--- src/rtl/pipelined_cla_adder_if.sv ---
// Operand/result handshake bundle for pipelined_cla_adder.
// The master side produces operands and accepts results; the slave side is the adder.
interface pipelined_cla_adder_if #(
  parameter int unsigned WIDTH = 16
);
  logic             in_valid;
  logic             in_ready;
  logic [WIDTH-1:0] A;
  logic [WIDTH-1:0] B;
  logic             C_in;
  logic             Sub;
  logic             out_valid;
  logic             out_ready;
  logic [WIDTH-1:0] Sum;
  logic             C_out;
  logic             Ovf;

  modport master (
    output in_valid, A, B, C_in, Sub, out_ready,
    input  in_ready, out_valid, Sum, C_out, Ovf
  );

  modport slave (
    input  in_valid, A, B, C_in, Sub, out_ready,
    output in_ready, out_valid, Sum, C_out, Ovf
  );
endinterface

--- src/rtl/pipelined_cla_adder.sv ---
// WIDTH-bit adder/subtractor built from 4-bit lookahead groups, one group per stage,
// with a global-stall valid/ready pipeline. Latency WIDTH/4 edges, throughput 1/clk.
module pipelined_cla_adder #(
  parameter int unsigned WIDTH = 16
) (
  input  logic                 clk,
  input  logic                 rst_n,
  pipelined_cla_adder_if.slave bus
);
  localparam int unsigned N = WIDTH / 4;

  // Operand and sum fields are kept shifted: the next nibble to add always sits at
  // [3:0], and finished sum nibbles enter from the top, landing in place after N stages.
  logic [N-1:0]     r_v;
  logic [N-1:0]     r_c;
  logic [N-1:0]     r_cm;
  logic [WIDTH-1:0] r_sum [N];
  logic [WIDTH-1:0] r_a   [N];
  logic [WIDTH-1:0] r_b   [N];

  logic [N-1:0]     w_nv;
  logic [N-1:0]     w_nc;
  logic [N-1:0]     w_ncm;
  logic [WIDTH-1:0] w_nsum [N];
  logic [WIDTH-1:0] w_na   [N];
  logic [WIDTH-1:0] w_nb   [N];
  logic [WIDTH-1:0] w_bx;
  logic             w_stall;

  // Returns {c4, c3, sum[3:0]}; every carry is a flat sum-of-products of G/P/c0.
  function automatic logic [5:0] cla4(input logic [3:0] a, input logic [3:0] b,
                                      input logic c0);
    logic [3:0] g;
    logic [3:0] p;
    logic       c1, c2, c3, c4;
    g  = a & b;
    p  = a ^ b;
    c1 = g[0] | (p[0] & c0);
    c2 = g[1] | (p[1] & g[0]) | (p[1] & p[0] & c0);
    c3 = g[2] | (p[2] & g[1]) | (p[2] & p[1] & g[0]) | (p[2] & p[1] & p[0] & c0);
    c4 = g[3] | (p[3] & g[2]) | (p[3] & p[2] & g[1]) | (p[3] & p[2] & p[1] & g[0])
       | (p[3] & p[2] & p[1] & p[0] & c0);
    return {c4, c3, p ^ {c3, c2, c1, c0}};
  endfunction

  assign w_bx    = bus.Sub ? ~bus.B : bus.B;
  assign w_stall = r_v[N-1] & ~bus.out_ready;

  always_comb begin
    w_nv   = '0;
    w_nc   = '0;
    w_ncm  = '0;
    w_nsum = '{default: '0};
    w_na   = '{default: '0};
    w_nb   = '{default: '0};
    for (int unsigned i = 0; i < N; i++) begin
      logic [WIDTH-1:0] a_rem;
      logic [WIDTH-1:0] b_rem;
      logic [WIDTH-1:0] s_in;
      logic             c0;
      logic             vin;
      logic [5:0]       grp;
      if (i == 0) begin
        a_rem = bus.A;
        b_rem = w_bx;
        s_in  = '0;
        c0    = bus.Sub | bus.C_in;
        vin   = bus.in_valid;
      end else begin
        a_rem = r_a[i-1];
        b_rem = r_b[i-1];
        s_in  = r_sum[i-1];
        c0    = r_c[i-1];
        vin   = r_v[i-1];
      end
      grp       = cla4(a_rem[3:0], b_rem[3:0], c0);
      w_nv[i]   = vin;
      w_nc[i]   = grp[5];
      w_ncm[i]  = grp[4];
      w_nsum[i] = (s_in >> 4) | (WIDTH'(grp[3:0]) << (WIDTH - 4));
      w_na[i]   = a_rem >> 4;
      w_nb[i]   = b_rem >> 4;
    end
  end

  always_ff @(posedge clk or negedge rst_n) begin
    if (!rst_n) begin
      r_v   <= '0;
      r_c   <= '0;
      r_cm  <= '0;
      r_sum <= '{default: '0};
      r_a   <= '{default: '0};
      r_b   <= '{default: '0};
    end else if (!w_stall) begin
      r_v   <= w_nv;
      r_c   <= w_nc;
      r_cm  <= w_ncm;
      r_sum <= w_nsum;
      r_a   <= w_na;
      r_b   <= w_nb;
    end
  end

  assign bus.in_ready  = ~w_stall;
  assign bus.out_valid = r_v[N-1];
  assign bus.Sum       = r_sum[N-1];
  assign bus.C_out     = r_c[N-1];
  assign bus.Ovf       = r_c[N-1] ^ r_cm[N-1];
endmodule

--- src/flat_wrapper.sv ---
// flat-port wrapper written by rule: the top's interface ports become plain ports
module pipelined_cla_adder_flat 
#(
  parameter int unsigned WIDTH = 16
)
  (clk, rst_n, bus_in_valid, bus_A, bus_B, bus_C_in, bus_Sub, bus_out_ready, bus_in_ready, bus_out_valid, bus_Sum, bus_C_out, bus_Ovf);
  pipelined_cla_adder_if #(.WIDTH(WIDTH)) bus_i ();
  input  logic clk;
  input  logic rst_n;
  input wire logic [$bits(bus_i.in_valid)-1:0] bus_in_valid;
  input wire logic [$bits(bus_i.A)-1:0] bus_A;
  input wire logic [$bits(bus_i.B)-1:0] bus_B;
  input wire logic [$bits(bus_i.C_in)-1:0] bus_C_in;
  input wire logic [$bits(bus_i.Sub)-1:0] bus_Sub;
  input wire logic [$bits(bus_i.out_ready)-1:0] bus_out_ready;
  output wire logic [$bits(bus_i.in_ready)-1:0] bus_in_ready;
  output wire logic [$bits(bus_i.out_valid)-1:0] bus_out_valid;
  output wire logic [$bits(bus_i.Sum)-1:0] bus_Sum;
  output wire logic [$bits(bus_i.C_out)-1:0] bus_C_out;
  output wire logic [$bits(bus_i.Ovf)-1:0] bus_Ovf;
  assign bus_i.in_valid = bus_in_valid;
  assign bus_i.A = bus_A;
  assign bus_i.B = bus_B;
  assign bus_i.C_in = bus_C_in;
  assign bus_i.Sub = bus_Sub;
  assign bus_i.out_ready = bus_out_ready;
  assign bus_in_ready = bus_i.in_ready;
  assign bus_out_valid = bus_i.out_valid;
  assign bus_Sum = bus_i.Sum;
  assign bus_C_out = bus_i.C_out;
  assign bus_Ovf = bus_i.Ovf;
  pipelined_cla_adder #(.WIDTH(WIDTH)) u_core (.clk(clk), .rst_n(rst_n), .bus(bus_i));
endmodule
--- config.mk ---
export PLATFORM = sky130hd
export DESIGN_NAME = pipelined_cla_adder_flat
export DESIGN_NICKNAME = d
export VERILOG_FILES = /design/src/rtl/pipelined_cla_adder_if.sv /design/src/rtl/pipelined_cla_adder.sv /design/src/flat_wrapper.sv
export SDC_FILE = /design/constraint.sdc
export NUM_CORES = 1
export LEC_CHECK = 0
export BUFFER_PORTS_ARGS = -buffer_cell sky130_fd_sc_hd__buf_2
export CAP_MARGIN = 20
export CELL_PAD_IN_SITES_DETAIL_PLACEMENT = 2
export CELL_PAD_IN_SITES_GLOBAL_PLACEMENT = 2
export CORE_MARGIN = 4
export CORE_UTILIZATION = 30
export CTS_BUF_LIST = sky130_fd_sc_hd__clkbuf_4 sky130_fd_sc_hd__clkbuf_8
export DETAILED_ROUTE_END_ITERATION = 16
export PLACE_DENSITY = 0.69
export SYNTH_ARGS = -nofsm -noshare
export SYNTH_HDL_FRONTEND = slang
export SYNTH_SLANG_ARGS = --single-unit
--- constraint.sdc ---
create_clock -name clk -period 1.75 [get_ports clk]
set_input_delay 0.35 -clock clk [delete_from_list [all_inputs] [get_ports clk]]
set_output_delay 0.35 -clock clk [all_outputs]
set_load 0.01 [all_outputs]
== Word-level counts from Yosys, hierarchy flattened ==
Cells that the tools add are included.

* Muxes and demuxes: 1
* Bitwise logic cells: 125

{| class="wikitable"
|+ Operator list
! operator !! count
|-
| $and A1 B1 Y1 || 65
|-
| $or A12 B16 Y16 || 3
|-
| $or A1 B1 Y1 || 41
|-
| $xor A4 B4 Y4 || 8
|-
| $and A4 B4 Y4 || 4
|-
| $mux W16 || 1
|-
| $not A16 Y16 || 1
|-
| $not A1 Y1 || 2
|-
| $xor A1 B1 Y1 || 1
|}

* Output and inout port bits: 20
* Bits of input ports: 38
* Logic and storage cells: 139
* Register bits after elaboration: 112

== Logic depth before layout (Yosys ltp) ==
Gate-level depths: netlist of run 1.

* Depth after elaboration: 8
* Gate-level depth with buffers: 8
* Mapped depth without buffers: 6

== Least setup slack after synthesis of run 1 ==
No wires, ideal clock.

* Kind: input to register
* Start: input port bus_Sub
* End: register u_core.r_c[0]
* Setup slack: -0.107 ns
* Arrival time: 1.733 ns
* Path buffers: 2
* Setup time: 0.124 ns
* Required time: 1.626 ns
* Stages on the path: 8
* Cell sequence: buf_6 > buf_4 > xor2_1 > ha_1 > o21ai_0 > a21oi_1 > o21a_1 > o31a_1

* Cells in the longest elaborated chain, start to end: 7
* Elaborated cells on any way between the ends: 15
* Classes of those cells: mux (1); bitwise (14)

{| class="wikitable"
|+ RTL lines
! element !! line !! RTL
|-
| start, declared || flat_wrapper.sv:14 || <nowiki>input wire logic [$bits(bus_i.Sub)-1:0] bus_Sub;</nowiki>
|-
| $mux W16 || pipelined_cla_adder.sv:46 || <nowiki>assign w_bx = bus.Sub ? ~bus.B : bus.B;</nowiki>
|-
| $xor A4 B4 Y4 or $and A4 B4 Y4 (tied branches) || pipelined_cla_adder.sv:37, pipelined_cla_adder.sv:36 ||
|-
| $and A1 B1 Y1, on equally long branches || pipelined_cla_adder.sv:41, pipelined_cla_adder.sv:42 ||
|-
| $or A1 B1 Y1 (tied with other cells) (2 in series) || pipelined_cla_adder.sv:41 || <nowiki>c4 = g[3] | (p[3] & g[2]) | (p[3] & p[2] & g[1]) | (p[3] & p[2] & p[1] & g[0])</nowiki>
|-
| $or A1 B1 Y1 or $and A1 B1 Y1 (tied branches) || pipelined_cla_adder.sv:41, pipelined_cla_adder.sv:42 ||
|-
| $or A1 B1 Y1 (*) || pipelined_cla_adder.sv:42 || <nowiki>| (p[3] & p[2] & p[1] & p[0] & c0);</nowiki>
|-
| end signal, assigned || pipelined_cla_adder.sv:96 || <nowiki>r_c <= w_nc;</nowiki>
|-
| end, declared || pipelined_cla_adder.sv:15 || <nowiki>logic [N-1:0] r_c;</nowiki>
|}

Mark *: on every way between the ends. The rest lies on a longest branch, timed or not.
A chain may end at the register's enable or synchronous reset.

== Worst setup path in the final report of run 1 ==
* Start: register u_core.r_a[33] (netlist name)
* End: register u_core.r_c[2]

* Cells in the longest elaborated chain, start to end: 5
* Elaborated cells on any way between the ends: 10
* Classes of those cells: bitwise (10)

{| class="wikitable"
|+ RTL lines
! element !! line !! RTL
|-
| start, declared || pipelined_cla_adder.sv:18 || <nowiki>logic [WIDTH-1:0] r_a [N];</nowiki>
|-
| start signal, assigned || pipelined_cla_adder.sv:99 || <nowiki>r_a <= w_na;</nowiki>
|-
| $and A4 B4 Y4 or $xor A4 B4 Y4 (tied branches) || pipelined_cla_adder.sv:36, pipelined_cla_adder.sv:37 ||
|-
| $and A1 B1 Y1, on equally long branches || pipelined_cla_adder.sv:41, pipelined_cla_adder.sv:42 ||
|-
| $or A1 B1 Y1 (tied with other cells) || pipelined_cla_adder.sv:41 ||
|-
| $or A1 B1 Y1 or $and A1 B1 Y1 (tied branches) || pipelined_cla_adder.sv:41, pipelined_cla_adder.sv:42 ||
|-
| $or A1 B1 Y1 (*) || pipelined_cla_adder.sv:42 ||
|}

Marked as above.

==> summary.md, run 1 <==
| Metric | Value |
|---|---|
| Tot Pwr | 8.77 mW |
| Fin crit period | 1.62 ns |
| Asr flop ratio synth | 100% |
| CTS sink cnt | 97 |
| Worst Setup End Kind | flip-flop |
| Hold/Removal Path Class | in -> reg |
| Pins Over Slew Limit | 0 |
| Largest area contributor in the netlist | dfrtp_1 |
| Max H-tree Level | 3 |
| CTS Buf Count | 9 |
| Final setup fails | 0 |
| Mapped Cells | 480 |
| Pin count of the biggest net entering global routing | 86 |
| Post-route cell area | 5100 um2 |
| Ys flop type | dfrtp_1 |
| Peak VDD IR | 0.451 mV |
| Initial core utilization | between 30% and 40% |
| WL final | 10200 um |
| Post-synth top area share | 54.3% |
| Layout Nets | 581 |
| Boundary Pins | 58 |
| Hold path cells | 3 |
| Register bit total from synthesis | 97 |
| Fin util | 34.9% |
| Top Family by Delay on Critical Path | compound AO/OA/AOI/OAI gates |
| Final hold slack | about 0.19 ns |
| Die Area | approximately 17000 um2 |
| Synth Net Count | 540 |
| Vias in the first global route | around 3500 |
| Slowest cell on crit path | dfrtp_1 |
| Vias per cell | 4.47 |
| First-pass GRT wire length | 17700 um |
| DRT antenna net count | 0 |
| Synth top area cells | dfrtp_1 54%, nand2_1 17%, ha_1 5.0% |
| GRT overflow | 0 |
| Setup TNS Final | 0 ns |
| Unique masters post-synth | 26 |
| Final setup margin | approximately 0.13 ns |
| Clock Pin Slew Worst Setup and Hold Paths | 0.09 ns |
| Worst path required time | 1.98 ns |
| Seq/Total Area, Yosys | 54.3% |
| DRC Markers | 0 |
| Drt wl/cell | 14.4 um |
| Top cells by count, synth | 202 x nand2_1, 97 x dfrtp_1, 26 x o21ai_0 |
| CTS tree | done |
| Worst skew pair latency | 0.35 ns |
| Aggregate global-route resource usage | 13.2% |
| Drt pass-1 iters | 4 |
| Max-cap violations | 0 |
| Area Overhead vs Synth | 14.0% |
| Status | finished clean |
| Row cnt | 44 |
| 1st-iter DRT viols | roughly 100 |
| Setup Slack @ Placement | -0.0954 ns |
| Post-Syn Area | 4470 um2 |
| Layout cells sized above 1 | between 10% and 20% |
| Core area | 14600 um2 |
| Critical Path AT | 1.85 ns |
| CP Buf/Inv Count | 0 |
| Placed Instances | just under 700 |
| Crit path max fanout | 4 |
| Final hold violations | 0 |
| Final clock period utilization by the worst path | 92.4% |
| Power per cell area | 1720 nW/um2 |
| Initial antenna violation count | 0 |
| Cell depth of the worst setup path | 5 |
| Post-DP Area | 4860 um2 |
| Crit-path cells | ha_1 > a41oi_1 > o21ai_0 > a211oi_1 > a21oi_1 |
| Count leader, synth | nand2_1 |
| # diodes | 0 |
| Peak Freq | 619 MHz |
| R2R cell count | 5 |
| Via Count | 3172 |
| Port Buffers | between 50 and 60 |
| Unrepaired setup endpoints after global routing | false |
| Post-synth EDFFs | 0 |
| Clock root buffer | clkbuf_8 |
| CTS max path bufs | 2 |
| Die H | roughly 130 um |
| Lkg Pwr | approximately 2.6 nW |
| GPL Wtd Cong | approximately 0.79 |
| Final Non-Filler Cells | between 700 and 800 |
| Die width | roughly 130 um |
| DP HPWL | 7520 um |
| Kind of critical path | reg -> reg |
| Crit path largest cell delay | 0.41 ns |
| Syn avg cell area | 9.31 um2 |
| Max Clock Skew | 0.0118 ns |
| Slew HR | 66.7% |
| Setup crit start kind | flip-flop |
| Post-CTS Setup Inserts | 0 |
| Synth warn | 0 |
| Tightest Pin Transition | 0.500 ns |
cells in the final DEF (no fill, tap or decap), drive strengths merged:
master,count
nand2,202
dfrtp,97
buf,68
o21ai,31
a21oi,19
xnor2,18
ha,18
inv,15
nor2,12
clkbuf,12
xor2,10
fa,4
a41oi,3
a21o,3
nor3,2
a211oi,2
bufinv,2
nor2b,1
nand2b,1
o21a,1
o31ai,1
o31a,1
clkinv,1
dlygate4sd3,1
repair_timing:
item,in CTS,in global routing
setup endpoints to repair,0,1
hold buffers,1,0
hold endpoints to repair,31,0
resized for setup,0,1
cell type report:
class / instances / area, um2
fillers: 1639 / 9490
flip-flops and latches: 97 / 2430
multi-input cells: 329 / 1730
repair buffers: 69 / 430
well taps: 184 / 230
clock buffers: 12 / 153
clock inverters: 3 / 65.1
inverters: 15 / 56.3
sequential cells by signal (all words and copies together) (netlist names):
signal	cells
u_core.bus.Sum	16
u_core.r_a	24
u_core.r_b	24
u_core.r_c	4
u_core.r_cm	1
u_core.r_sum	24
u_core.r_v	4
metal layers:
metal / track usage (%) / part of all wire, % / up-vias / wire length (um)
met5: 0 / 0 / - / 0
met4: 3.67 / 1.2 / 0 / 124
met3: 2.78 / 3.1 / 10 / 318
met2: 22.1 / 49 / 47 / 4970
met1: 17.3 / 47 / 1543 / 4830
li1: - / - / 1572 / -
cells by family after synthesis:
| family | share of synthesized area, % |
|---|---|
| and+or+nand+nor | 18.5 |
| DFF | 54.3 |
| AOI/OAI and AO/OA | 7.75 |
| buffers and inverters | 7.14 |
| xor gates and xnor gates | 5.49 |
| adders and majority gates | 6.83 |
power by group:
part	switching [mW]	total [mW]	internal, mW	leakage [nW]
sequential	0.569	3.81	3.24	1.17
clock	0.744	1.61	0.868	0.113
combinational	1.97	3.34	1.37	1.32
total	3.28	8.77	5.48	2.60
final timing paths:
| check | startpoint | end | slack (ns) |
|---|---|---|---|
| setup / recovery | u_core.r_a[33] | u_core.r_c[2] | 0.13 |
| hold / removal | bus_A[6] | u_core.r_a[50] | 0.19 |
| max in group asynchronous | rst_n | u_core.r_a[37] | 0.68 |
| min in group asynchronous | rst_n | u_core.r_v[0] | 0.49 |
| setup reg to reg | u_core.r_a[33] | u_core.r_c[2] | 0.13 |
| hold reg to reg | u_core.bus.Sum[5] | u_core.bus.Sum[5] | 0.47 |
worst reg2reg max path, cell delays in order (launching register included):
cell and delay (ns):
dfrtp_1 0.41, ha_1 0.34, a41oi_1 0.25, o21ai_0 0.17
a211oi_1 0.26, a21oi_1 0.07
Power figures use the tool's default switching activity.
==> inputs of run 2 (changes only) <==
--- a/config.mk
+++ b/config.mk
@@ -10,10 +10,10 @@
 export CELL_PAD_IN_SITES_DETAIL_PLACEMENT = 2
 export CELL_PAD_IN_SITES_GLOBAL_PLACEMENT = 2
 export CORE_MARGIN = 4
-export CORE_UTILIZATION = 30
+export CORE_UTILIZATION = 37
 export CTS_BUF_LIST = sky130_fd_sc_hd__clkbuf_4 sky130_fd_sc_hd__clkbuf_8
 export DETAILED_ROUTE_END_ITERATION = 16
-export PLACE_DENSITY = 0.69
+export PLACE_DENSITY = 0.83
 export SYNTH_ARGS = -nofsm -noshare
 export SYNTH_HDL_FRONTEND = slang
 export SYNTH_SLANG_ARGS = --single-unit
==> run 2 against run 1 <==
  * First-iteration DRC count is 21% lower
  * Highest routed layer unchanged
  * Worst hold slack worse by 0.039 ns
  * Global-route usage is 3.2 points higher
  * Critical path type unchanged
  * Power is 0.63% higher
==> summary.md, run 2 (synthesized netlist as in run 1, its figures left out) <==
| Metric | Value |
|---|---|
| GPL Wtd Cong | 0.842 (+6.1%) |
| # diodes | 0 (unchanged) |
| Area Overhead vs Synth | 12.0% |
| Power per cell area | 1760 nW/um2 (+2.4%) |
| Hold path cells | 3 (unchanged) |
| Drt pass-1 iters | 4 (unchanged) |
| Worst path required time | 2.01 ns (+0.03 ns) |
| Worst Setup End Kind | flip-flop |
| Post-CTS Setup Inserts | 0 (unchanged) |
| Final setup fails | 0 (unchanged) |
| Post-route cell area | 5010 um2 (-1.7%) |
| Die width | 118 um (-9.3%) |
| Peak VDD IR | 0.453 mV (+0.43%) |
| Clock Pin Slew Worst Setup and Hold Paths | 0.10 ns (about the same) |
| Tightest Pin Transition | 0.485 ns (-0.0147 ns) |
| DRC Markers | 0 (unchanged) |
| DP HPWL | 7610 um (+1.2%) |
| Pin count of the biggest net entering global routing | 84 (-2.3%) |
| Post-DP Area | 4790 um2 (-1.5%) |
| Die Area | 13900 um2 (-18%) |
| Setup TNS Final | 0 ns (unchanged) |
| Tot Pwr | 8.82 mW (+0.63%) |
| Drt wl/cell | 16.6 um (+15%) |
| CTS tree | done |
| Slew HR | 67.6% (+0.98 points) |
| Largest registers | u_core.r_a x24, u_core.r_b x24, u_core.r_sum x24 |
| Vias per cell | 4.92 (+10%) |
| Max-cap violations | 0 (unchanged) |
| Peak Freq | 601 MHz (-2.9%) |
| WL final | 11100 um (+8.4%) |
| Final hold slack | 0.152 ns (-0.0389 ns) |
| Most common cell after layout, fill and taps aside | nand2_1 |
| P_sw | 3.51 mW (+7.1%) |
| GRT overflow | 0 (unchanged) |
| Final clock period utilization by the worst path | 95.1% (+2.7 points) |
| Max H-tree Level | 3 (unchanged) |
| Layout cells sized above 1 | 17.0% (+0.22 points) |
| DRT antenna net count | 0 (unchanged) |
| R2R cell count | 5 (unchanged) |
| Kind of critical path | reg -> reg |
| Switching Fraction | 39.8% (+2.4 points) |
| First-pass GRT wire length | 18300 um (+3.7%) |
| Initial antenna violation count | 0 (unchanged) |
| FILL cells | 1314 (-20%) |
| Commonest non-fill, non-tap cells in the layout | 202 x nand2_1, 97 x dfrtp_1, 56 x buf_2 |
| Clock root buffer | clkbuf_8 |
| Fin crit period | 1.66 ns (+0.0477 ns) |
| Port Buffers | 57 (unchanged) |
| Crit path max fanout | 4 (unchanged) |
| Max Clock Skew | 0.0142 ns (+0.00242 ns) |
| Status | finished clean |
| Layout Nets | 580 (-0.17%) |
| Worst skew pair latency | 0.39 ns (+0.04 ns) |
| Core area | 11600 um2 (-20%) |
| Setup crit start kind | flip-flop |
| CTS Buf Count | 9 (unchanged) |
| Pins Over Slew Limit | 0 (unchanged) |
| Logic pwr share | 39.8% (+1.7 points) |
| Clock network fraction of design power | 16.8% (-1.6 points) |
| CTS max path bufs | 2 (unchanged) |
| Hold/Removal Path Class | in -> reg |
| Row cnt | 39 (-11%) |
| Fin util | 43.1% (+8.2 points) |
| Vias in the first global route | 3731 (+5.4%) |
| Boundary Pins | 58 (unchanged) |
| Aggregate global-route resource usage | 16.4% (+3.2 points) |
| Lkg Pwr | 2.57 nW (-0.92%) |
| Via Count | 3284 (+3.5%) |
| Initial core utilization | 38.5% (+7.8 points) |
| Die H | 118 um (-9.3%) |
| Sequential share of power | 43.4% (about the same) |
| Critical Path AT | 1.93 ns (+0.08 ns) |
| Internal power | 5.31 mW (-3.2%) |
| Final hold violations | 0 (unchanged) |
| CTS sink cnt | 97 (unchanged) |
| 1st-iter DRT viols | 81 (-21%) |
-- run 2: changes by cell type in the layout (fill, tap and decap cells not counted), sizes merged --
cell / previous run / this run
buf: 68 / 67
bufinv: 2 / 1
clkbuf: 12 / 10
clkinv: 1 / 2
clkinvlp: 0 / 1
inv: 15 / 16
-- run 2: layout make-up --
cell class | instances | area (um2) | share of cell area (%)
clock buffer | 10 | 131 | 2.62
clock inverter | 5 | 56.3 | 1.12
inverter | 15 | 58.8 | 1.17
multi-input combinational | 329 | 1740 | 34.8
sequential | 97 | 2430 | 48.5
tap | 143 | 179 | 3.57
timing repair buffer | 68 | 410 | 8.20
-- run 2: metal layers --
| metal | track usage (%) | wire (um) | vias up |
|---|---|---|---|
| li1 | - | - | 1572 |
| met1 | 19.1 | 4760 | 1643 |
| met2 | 29.7 | 5780 | 51 |
| met3 | 3.12 | 334 | 18 |
| met4 | 6.37 | 229 | 0 |
| met5 | 0 | 0 | - |
-- run 2: worst paths after layout --
check | end | slack (ns) | startpoint
max | u_core.r_sum[47] | 0.09 | u_core.r_b[49]
min reg2reg | u_core.bus.Sum[3] | 0.47 | u_core.bus.Sum[3]
min in group asynchronous | u_core.r_v[0] | 0.35 | rst_n
min | u_core.r_a[55] | 0.15 | bus_A[11]
max reg2reg | u_core.r_sum[47] | 0.09 | u_core.r_b[49]
max in group asynchronous | u_core.r_a[17] | 0.67 | rst_n
-- run 2: power groups by stage --
stage	Combinational (mW)	Clock, mW	Sequential [mW]
global placement	3.17	0	3.80
finish	3.51	1.48	3.83
CTS	3.51	1.53	3.84
floorplan	2.64	0	3.68
detailed placement	3.46	0	3.88
global route	4.03	1.61	3.96
-- run 2: worst max-delay path, cell delays in order, from the launching register on --
cell and delay, ns:
dfrtp_1 0.40, ha_1 0.37, a41oi_1 0.24, o21ai_1 0.17
xnor2_1 0.26, o21ai_0 0.11
-- run 2: what timing repair did --
action / in CTS / in global routing
endpoints found under the hold margin: 14 / 0
hold buffers: 1 / 0
gates resized for setup: 0 / 5
setup endpoints to repair: 0 / 4
-- run 2: stage by stage --
step | setup WS (ns) | std cells
after detailed placement | -0.0753 | 651
after floorplan | -0.0418 | 480
after CTS | 0.00861 | 667
after global routing | -0.0682 | 667
after global placement | 0.0212 | 651
final | 0.0861 | 667
